**src/rtl/alu_ctrl_pkg.sv**
```systemverilog
// Shared types and constants for the ALU arbitration controller.
//   state_t    : controller FSM states
//   alu_req_t  : payload of one ALU request as seen at the arbiter output
//   ALU_*      : ALU mode encodings (the controller passes them through untouched)
//   FLAG_*     : bit positions inside a {z,c,s,o} flag nibble
package alu_ctrl_pkg;

    typedef enum logic [1:0] {
        IDLE = 2'd0,
        EXEC = 2'd1,
        RESP = 2'd2
    } state_t;

    typedef struct packed {
        logic [3:0] mode;
        logic [7:0] op1;
        logic [7:0] op2;
        logic       wflags;
    } alu_req_t;

    localparam logic [3:0] ALU_ADD   = 4'h0;
    localparam logic [3:0] ALU_SUB   = 4'h1;
    localparam logic [3:0] ALU_PASS1 = 4'h2;
    localparam logic [3:0] ALU_PASS2 = 4'h3;
    localparam logic [3:0] ALU_AND   = 4'h4;
    localparam logic [3:0] ALU_OR    = 4'h5;
    localparam logic [3:0] ALU_XOR   = 4'h6;
    localparam logic [3:0] ALU_RSUB  = 4'h7;
    localparam logic [3:0] ALU_INC   = 4'h8;
    localparam logic [3:0] ALU_DEC   = 4'h9;
    localparam logic [3:0] ALU_ROL   = 4'hA;
    localparam logic [3:0] ALU_ROR   = 4'hB;
    localparam logic [3:0] ALU_SHL   = 4'hC;
    localparam logic [3:0] ALU_SHR   = 4'hD;
    localparam logic [3:0] ALU_SAR   = 4'hE;
    localparam logic [3:0] ALU_NEG   = 4'hF;

    localparam int FLAG_Z = 3;
    localparam int FLAG_C = 2;
    localparam int FLAG_S = 1;
    localparam int FLAG_O = 0;

endpackage

```
**src/rtl/rr_arbiter2.sv**
```systemverilog
// Two-way round-robin arbiter, purely combinational.
//   req        : request bits, bit i = requester i
//   last_grant : index of the requester granted most recently
//   enable     : when low no grant is issued
//   grant      : one-hot grant (or zero)
module rr_arbiter2 (
    input  logic [1:0] req,
    input  logic       last_grant,
    input  logic       enable,
    output logic [1:0] grant
);

    always_comb begin
        grant = 2'b00;
        if (enable) begin
            case (req)
                2'b01:   grant = 2'b01;
                2'b10:   grant = 2'b10;
                // contention: the requester that did not win last time goes
                2'b11:   grant = last_grant ? 2'b01 : 2'b10;
                default: grant = 2'b00;
            endcase
        end
    end

endmodule

```
**src/rtl/alu_arbiter_ctrl.sv**
```systemverilog
// Shares one combinational ALU between the execute stage (requester 0) and
// the interrupt/auxiliary path (requester 1). One op runs at a time:
// IDLE (arbitrate/accept) -> EXEC (ALU enabled one cycle) -> RESP (hold result).
//   clk, reset           : clock, async active-high reset
//   req_valid/req_ready  : per-requester request handshake
//   req{0,1}_*           : per-requester mode/operands/flag-commit
//   rsp_*                : response channel (valid/ready, id, result, flags)
//   flags_q              : architectural flag register {z,c,s,o}
//   alu_*                : drive/sample of the external ALU
module alu_arbiter_ctrl
    import alu_ctrl_pkg::*;
#(
    parameter logic       PRIO_INIT = 1'b0,
    parameter logic [3:0] FLAGS_RST = 4'b0000
) (
    input  logic       clk,
    input  logic       reset,
    input  logic [1:0] req_valid,
    output logic [1:0] req_ready,
    input  logic [3:0] req0_mode,
    input  logic [7:0] req0_op1,
    input  logic [7:0] req0_op2,
    input  logic       req0_wflags,
    input  logic [3:0] req1_mode,
    input  logic [7:0] req1_op1,
    input  logic [7:0] req1_op2,
    input  logic       req1_wflags,
    output logic       rsp_valid,
    input  logic       rsp_ready,
    output logic       rsp_id,
    output logic [7:0] rsp_data,
    output logic [3:0] rsp_flags,
    output logic [3:0] flags_q,
    output logic       alu_enable,
    output logic [3:0] alu_mode,
    output logic [7:0] alu_op1,
    output logic [7:0] alu_op2,
    output logic [3:0] alu_current_flags,
    input  logic [7:0] alu_out,
    input  logic [3:0] alu_flags
);

    state_t     state;
    logic       last_grant;
    logic       lat_wflags;
    logic       lat_id;
    logic [1:0] grant;
    alu_req_t   sel_req;

    rr_arbiter2 u_arb (
        .req        (req_valid),
        .last_grant (last_grant),
        .enable     (state == IDLE),
        .grant      (grant)
    );

    // grant is only nonzero in IDLE, so req_ready is already qualified
    assign req_ready         = grant;
    assign alu_current_flags = flags_q;

    always_comb begin
        sel_req = '{mode: req0_mode, op1: req0_op1, op2: req0_op2, wflags: req0_wflags};
        if (grant[1])
            sel_req = '{mode: req1_mode, op1: req1_op1, op2: req1_op2, wflags: req1_wflags};
    end

    always_ff @(posedge clk or posedge reset) begin
        if (reset) begin
            state      <= IDLE;
            last_grant <= ~PRIO_INIT;
            lat_wflags <= 1'b0;
            lat_id     <= 1'b0;
            rsp_valid  <= 1'b0;
            rsp_id     <= 1'b0;
            rsp_data   <= 8'h00;
            rsp_flags  <= 4'h0;
            flags_q    <= FLAGS_RST;
            alu_enable <= 1'b0;
            alu_mode   <= 4'h0;
            alu_op1    <= 8'h00;
            alu_op2    <= 8'h00;
        end else begin
            case (state)
                IDLE: begin
                    if (|grant) begin
                        alu_mode   <= sel_req.mode;
                        alu_op1    <= sel_req.op1;
                        alu_op2    <= sel_req.op2;
                        lat_wflags <= sel_req.wflags;
                        lat_id     <= grant[1];
                        last_grant <= grant[1];
                        alu_enable <= 1'b1;
                        state      <= EXEC;
                    end
                end
                EXEC: begin
                    // ALU inputs have been stable for the whole cycle; sample now
                    rsp_data   <= alu_out;
                    rsp_flags  <= alu_flags;
                    rsp_id     <= lat_id;
                    if (lat_wflags)
                        flags_q <= alu_flags;
                    alu_enable <= 1'b0;
                    rsp_valid  <= 1'b1;
                    state      <= RESP;
                end
                RESP: begin
                    if (rsp_ready) begin
                        rsp_valid <= 1'b0;
                        state     <= IDLE;
                    end
                end
                default: state <= IDLE;
            endcase
        end
    end

endmodule

```
**config.mk**
```make
export PLATFORM = sky130hd
export DESIGN_NAME = alu_arbiter_ctrl
export DESIGN_NICKNAME = d
export VERILOG_FILES = /design/src/rtl/alu_ctrl_pkg.sv /design/src/rtl/rr_arbiter2.sv /design/src/rtl/alu_arbiter_ctrl.sv
export SDC_FILE = /design/constraint.sdc
export NUM_CORES = 1
export LEC_CHECK = 0
export CORE_MARGIN = 2
export CORE_UTILIZATION = 45
export CTS_CLUSTER_SIZE = 30
export DETAILED_ROUTE_END_ITERATION = 8
export PLACE_DENSITY = 0.95
export SYNTH_ARGS = -nofsm -noshare
export SYNTH_HDL_FRONTEND = slang
export SYNTH_SLANG_ARGS = --single-unit
```
**constraint.sdc**
```tcl
create_clock -name clk -period 3.25 [get_ports clk]
set_input_delay 0.4875 -clock clk [delete_from_list [all_inputs] [get_ports clk]]
set_output_delay 0.4875 -clock clk [all_outputs]
set_load 0.01 [all_outputs]
```
* Word-level counts from Yosys, hierarchy flattened
Index checks and enable logic that the tools add are counted.
** Storage, ports and cells
- Register bits :: 44
- Bits of input ports :: 59
- Output and inout bits :: 45
- Word-level logic and storage cells :: 40
** Cells by class
- Equal/unequal tests :: 7
- Mux-type cells :: 11
- Reduce and logical (&&, ||, !) cells :: 9
** Operators by type and width (number)
- $mux 21 :: 1
- $pmux 2 s3 :: 2
- $reduce_and 2->1 :: 5
- $mux 2 :: 4
- $eq 2x2->1 const B :: 3
- $eq 2x1->1 const B :: 2
- $ne 2x2->1 const B :: 2
- $pmux 1 s2 :: 2
- $reduce_bool 2->1 :: 2
- $logic_not 2->1 :: 1
- $mux 1 :: 2
- $reduce_or 2->1 :: 1

* Logic depth before layout (Yosys ltp)
Gate-level depths: netlist of the first run.
- Word-level depth :: 6
- Depth in mapped cells :: 5
- Gate-level depth less buffers :: 3

* By module
From an unflattened synthesis of the first run, not the netlist that was laid out.
** Unflattened totals
- Cells, all modules :: 134
- Area total of the unflattened synthesis :: 2107.0 sq um
** By module, submodules not included
- alu_arbiter_ctrl :: times used 1, cells each 129, area an instance 2085.8 sq um, seq. area each 1102.3 sq um
- rr_arbiter2 :: times used 1, cells each 5, area an instance 21.3 sq um, seq. area each 0.0 sq um

* Worst setup path before layout of the first run
No wires, ideal clock.
- Kind :: in2out
- Start :: in req_valid[0]
- End :: out req_ready[1]
- Data arrival time :: 1112 ps
- Data required time :: 2762 ps
- Setup slack :: 1650 ps
- Stages :: 4
- Buffers on the path :: 2
- Cells stage by stage :: nand2_1 -> and3_1 -> clkbuf_1 -> buf_2
** Between the ends
- Longest elaborated chain between the ends :: 3
- Elaborated cells between the ends (all ways) :: 5
- Those cells by class :: eq/ne (3); mux (2)
** Ends and longest elaborated chain
- from (decl) :: line alu_arbiter_ctrl.sv:18 : input logic [1:0] req_valid,
- $eq 2x2->1 / $eq 2x1->1 (equally long branches) :: line rr_arbiter2.sv:16 : case (req)
- $pmux 2 s3 * :: line rr_arbiter2.sv:16
- $mux 2 * :: line rr_arbiter2.sv:15 : if (enable) begin
- to (decl) :: line alu_arbiter_ctrl.sv:19 : output logic [1:0] req_ready,
Mark *: on every way between the ends. The rest lies on a longest branch, timed or not.

* Worst setup path after layout of the first run
Same ends and word-level chain as after synthesis.

==> metrics.md, run 1 <==
| Metric | Value |
|---|---|
| Worst hold path type | `reg2reg` |
| Hold buffer count at CTS | `0` |
| Post-synth top cells | `dfrtp_1 (43), inv_1 (25), a211o_1 (21), o21a_1 (21), mux2_2 (17)` |
| Critical Path Fanout Max | `3` |
| CP most frequent cell | `clkdlybuf4s50_1` |
| Worst r2r src | `state[1]` |
| Die height | `75.53 um` |
| Global Route Usage Sum | `20.05%` |
| Total number of yosys warnings | `0` |
| Clock root buffer | `clkbuf_8` |
| Port buffer count | `103` |
| Worst-Skew Late Latency | `290 ps` |
| Final ANT Viol Nets | `0` |
| Avg Synthesized Cell Area | `12.18 um2` |
| Final Cell Area | `0.003430 mm2` |
| # nets final | `340` |
| Leak Pwr | `1.496 nW` |
| Cells after DPL | `344` |
| Setup TNS Final | `0 ps` |
| Vias in the first global route | `1793` |
| CTS tree | `yes` |
| Pin count of the biggest net entering global routing | `45` |
| Layout Cells excl Fill | `352` |
| Area contributors post-synth | `dfrtp_1 (47%), a2111oi_2 (9.8%), mux2_2 (8.3%)` |
| Crit-path leading delay family | `buffers and inverters` |
| DR iter-0 viols | `86` |
| First-pass GRT wire length | `8645 um` |
| Yosys reg bits | `44` |
| Final worst-path cycle share | `72.17%` |
| DR vias/cell | `5.139` |
| Die area | `0.005704 mm2` |
| Crit path capture type | `primary output` |
| Sinks on Clock Net | `44` |
| Crit-path slowest cell | `clkdlybuf4s50_1` |
| Bufs on Longest Clock Path | `2` |
| Prevailing post-synth register cell | `dfrtp_1` |
| Final setup violating endpoints | `0` |
| DP Worst Slack | `887.2 ps` |
| Post-DP HPWL | `3909 um` |
| Share of post-route cells with drive strength above 1 | `17.38%` |
| Drt drc | `0` |
| PD cells | `907.3 mW/mm2` |
| Layout area overhead | `48.97%` |
| Critical R2R Capture | `alu_op1[6]` |
| Drt pass-1 iters | `4` |
| Top cell type's share of synthesized area | `46.74%` |
| # diodes | `0` |
| Count leader, synth | `dfrtp_1` |
| DP Area | `0.003297 mm2` |
| Mapped Area | `0.002302 mm2` |
| Hold EP | `lat_id` |
| Peak supply drop | `0.5912 mV` |
| Final Critical Period | `2345 ps` |
| Via count | `1809` |
| Final Max Tran Viols | `0` |
| WP buf/inv | `2` |
| RSZ-0062 raised after global routing | `false` |
| Core Footprint | `0.005010 mm2` |
| FFs w/ async S/R, synth | `100.0%` |
| Setup bufs post-CTS | `0` |
| Row count | `26` |
| Post-CTS Resized | `0` |
| IO Count | `104` |
| Final clock skew | `9.110 ps` |
| Synth area leader | `dfrtp_1` |
| Largest stage delay on the critical path | `550 ps` |
| CP Launch Type | `primary input` |
| Initial Util | `45.95%` |
| Worst Path Arrival | `1860 ps` |
| Drt total wl | `5579 um` |
| Status | `completed` |
| Fmax achieved | `0.4264 GHz` |
| Worst r2r path cells | `3` |
| Clock slew at reported path FFs | `80 ps` |
| Net Count, Synth | `248` |
| Post-synthesis cell count | `189` |
| Rel. slew slack | `31.13%` |
| Max-cap violations | `0` |
| Die W | `75.53 um` |
| Crit Path Category | `in2out` |
| Count of distinct cell types in the synthesized netlist | `27` |
| Global route overflow | `0` |
| Crit path cell chain | `clkdlybuf4s50_1, nand2_1, and3_1, clkdlybuf4s50_1` |
| Worst setup margin | `904.5 ps` |
| Crit path required time | `2760 ps` |
| Post-synth EDFFs | `0` |
| Min-delay src | `lat_id` |
| Avg WL per Cell | `15.85 um` |
| H-tree levels | `2` |
| CTS Buf Count | `5` |
| Worst R2R Setup Slack | `1400 ps` |
| Least-Margin Pin Slew | `1033 ps` |
| Routability Congestion | `0.7152` |
| Worst Hold Path Cells | `1` |
| Final hold viol count | `0` |
| Seq/Total Area, Yosys | `47.88%` |
| Initial antenna violation count | `0` |
## flip-flops by register name (all words and copies together), names as in the netlist, 2 cells and up
register,cells
alu_current_flags,4
alu_mode,4
alu_op1,8
alu_op2,8
rsp_data,8
rsp_flags,4
state,2
## where the power goes
| part | leakage, nW | switching [mW] | total (mW) | internal, mW |
|---|---|---|---|---|
| clock network | 0.0654 | 0.180 | 0.488 | 0.307 |
| registers | 0.524 | 0.160 | 0.993 | 0.833 |
| logic | 0.907 | 0.684 | 1.63 | 0.948 |
| total | 1.50 | 1.02 | 3.11 | 2.09 |
## logic make-up after synthesis
kind of cell    count (synthesis)  share of synthesized area, %
mux                            17                         8.315
buf+inv                        47                         10.98
flops                          44                         47.88
simple gates                   12                         2.609
compound gates                 69                         30.22
## worst reg2reg max path, delay by kind of cell (launching register included)
| kind | cells | cell delay (ps) |
|---|---|---|
| flops | 1 | 420 |
| simple gates | 1 | 670 |
| compound gates | 2 | 690 |
## cell type report
| cell class | instances | area [um2] |
|---|---|---|
| clock buffers | 6 | 72.57 |
| clock inverters | 2 | 60.06 |
| fillers | 394 | 1580 |
| inverters | 25 | 93.84 |
| multi-input cells | 98 | 952.2 |
| flip-flops and latches | 44 | 1102 |
| well taps | 70 | 87.58 |
| repair buffers | 107 | 1061 |
## worst max-delay path by stage
stage / start / slack (ps) / to / depth (start not counted)
5_1_grt: req_valid[0] / 830 / req_ready[1] / 4
3_5_place_dp: req_valid[1] / 890 / alu_mode[0] / 6
3_3_place_gp: req_valid[1] / 950 / alu_mode[2] / 6
2_1_floorplan: req_valid[0] / 1650 / req_ready[1] / 4
4_1_cts: req_valid[0] / 900 / req_ready[1] / 4
6_report: req_valid[0] / 900 / req_ready[1] / 4
## metrics by stage
stage,power (mW),util [%],hold slack (ps)
floorplan,2.010,-,444.1
global placement,2.586,65.81,461.8
detailed placement,2.647,65.81,469.4
CTS,3.140,68.46,488.6
global route,3.299,68.46,506.6
finish,3.112,68.46,487.7
## layout by cell type (no fill, tap or decap)
cell and count:
or2_2 1, and3_1 1, clkbuf_8 5, a21oi_1 1
o21a_1 21, nor2_1 4, clkdlybuf4s50_1 103, dfrtp_1 43
nand2_1 2, bufinv_16 2, dfstp_2 1, o21ai_0 1
buf_4 4, nand2b_1 1, a2111oi_0 4, a2111oi_2 15
clkbuf_1 1, inv_2 1, o22ai_1 1, a21o_1 3
and2b_1 1, nor2_4 1, mux2_2 17, a211o_1 21
inv_1 24, a2111oi_4 2, nand3_1 1
## layer usage
metal  global-route usage [%]  vias up  part of all wire, %
li1                         -      868                    -
met1                    26.75      894                   43
met2                    33.91       43                   53
met3                    3.175        4                  3.0
met4                    5.848        0                  1.1
met5                        0        -                    0
(Power assumes the default switching activity.)
==> run 2: changes to the inputs <==
--- a/config.mk
+++ b/config.mk
@@ -6,10 +6,10 @@
 export NUM_CORES = 1
 export LEC_CHECK = 0
 export CORE_MARGIN = 2
-export CORE_UTILIZATION = 45
+export CORE_UTILIZATION = 42
 export CTS_CLUSTER_SIZE = 30
 export DETAILED_ROUTE_END_ITERATION = 8
-export PLACE_DENSITY = 0.95
+export PLACE_DENSITY = 0.91
 export SYNTH_ARGS = -nofsm -noshare
 export SYNTH_HDL_FRONTEND = slang
 export SYNTH_SLANG_ARGS = --single-unit
==> constraint.sdc (replaced) <==
create_clock -name clk -period 2.4 [get_ports clk]
set_input_delay 0.36 -clock clk [delete_from_list [all_inputs] [get_ports clk]]
set_output_delay 0.36 -clock clk [all_outputs]
set_load 0.01 [all_outputs]
==> metrics.md, run 2 (synthesis results as in run 1) <==
| Metric | Value |
|---|---|
| Status | `completed` |
| DR iter-0 viols | `80` |
| IO Count | `104` |
| Leak Pwr | `1.510 nW` |
| Hold WS | `453.3 ps` |
| Final ANT Viol Nets | `0` |
| Final setup violating endpoints | `0` |
| Crit path required time | `2040 ps` |
| Setup TNS Final | `0 ps` |
| Worst setup margin | `287.2 ps` |
| Drt total wl | `5721 um` |
| Critical Path Fanout Max | `3` |
| Worst hold path type | `in2async` |
| Most frequent cells in the layout | `clkdlybuf4s50_1 (103), dfrtp_1 (43), inv_1 (24)` |
| Die W | `78.04 um` |
| Post-DP HPWL | `4169 um` |
| Final Cell Area | `0.003447 mm2` |
| Port buffer count | `103` |
| Sinks on Clock Net | `44` |
| Crit path capture type | `primary output` |
| Core Footprint | `0.005205 mm2` |
| Via count | `1799` |
| DP Worst Slack | `286.4 ps` |
| Commonest non-fill, non-tap cell in the layout | `clkdlybuf4s50_1` |
| Final Max Tran Viols | `0` |
| Vias in the first global route | `1799` |
| Die area | `0.006089 mm2` |
| Initial Util | `44.23%` |
| Drt pass-1 iters | `4` |
| Worst r2r path cells | `3` |
| Die height | `78.04 um` |
| Worst Path Arrival | `1750 ps` |
| Worst-Skew Late Latency | `290 ps` |
| CTS Buf Count | `5` |
| Pin count of the biggest net entering global routing | `45` |
| Top flop regs | `alu_op1 x8, alu_op2 x8, rsp_data x8` |
| Final worst-path cycle share | `88.03%` |
| Clock root buffer | `clkbuf_8` |
| Total chip power | `4.118 mW` |
| Final Critical Period | `2113 ps` |
| Crit Path Category | `in2out` |
| Max-cap violations | `0` |
| Layout area overhead | `49.73%` |
| Avg WL per Cell | `16.07 um` |
| Final hold viol count | `0` |
| Hold buffer count at CTS | `0` |
| # diodes | `0` |
| Peak supply drop | `0.5779 mV` |
| CTS tree | `yes` |
| H-tree levels | `2` |
| DP Area | `0.003339 mm2` |
| First-pass GRT wire length | `9108 um` |
| Final core occ | `66.23%` |
| Drt drc | `0` |
| Final clock skew | `5.045 ps` |
| Layout Cells excl Fill | `356` |
| Setup bufs post-CTS | `0` |
| Post-CTS Resized | `0` |
| PD cells | `1195 mW/mm2` |
| Rel. slew slack | `32.78%` |
| Cells after DPL | `348` |
| Share of post-route cells with drive strength above 1 | `18.53%` |
| Fmax achieved | `0.4733 GHz` |
| Global Route Usage Sum | `19.17%` |
| Initial antenna violation count | `0` |
| Global route overflow | `0` |
| # nets final | `344` |
| Routability Congestion | `0.7502` |
| RSZ-0062 raised after global routing | `false` |
| Bufs on Longest Clock Path | `2` |
| CP Launch Type | `primary input` |
| Least-Margin Pin Slew | `1008 ps` |
| Clock slew at reported path FFs | `80 ps` |
| Row count | `26` |
| DR vias/cell | `5.053` |
==> run 2: power by group <==
group	leakage, nW	switching (mW)	internal (mW)
clock	0.0552	0.244	0.309
sequential	0.524	0.216	1.13
combinational	0.931	0.923	1.30
==> run 2: final cells by class <==
class | count | area, um2
Timing Repair Buffer | 111 | 1104
Tap cell | 70 | 87.58
Fill cell | 411 | 1758
Inverter | 25 | 93.84
Clock inverter | 2 | 35.03
Sequential cell | 44 | 1102
Multi-Input combinational cell | 98 | 952.2
Clock buffer | 6 | 72.57
==> run 2: path summary, 6_finish.rpt <==
| path | startpoint | slack (ps) | endpoint |
|---|---|---|---|
| max in group asynchronous | reset | 1450 | alu_mode[3] |
| min reg2reg | lat_id | 490 | lat_id |
| max reg2reg | state[1] | 570 | alu_op1[6] |
| min | reset | 450 | rsp_data[1] |
| max | req_valid[0] | 290 | req_ready[1] |
| min in group clk | lat_id | 490 | lat_id |
==> run 2: critical path: stages <==
cell and delay, ps:
clkdlybuf4s50_1 480, nand2_1 120, and3_1 230, clkdlybuf4s50_1 560
==> run 2: routing by layer <==
metal	wire length [um]	global-route usage, %	vias to the layer above
met5	0	0	-
met4	61	5.789	0
met3	218	3.563	4
met2	3086	34.14	49
met1	2355	23.60	868
li1	-	-	878
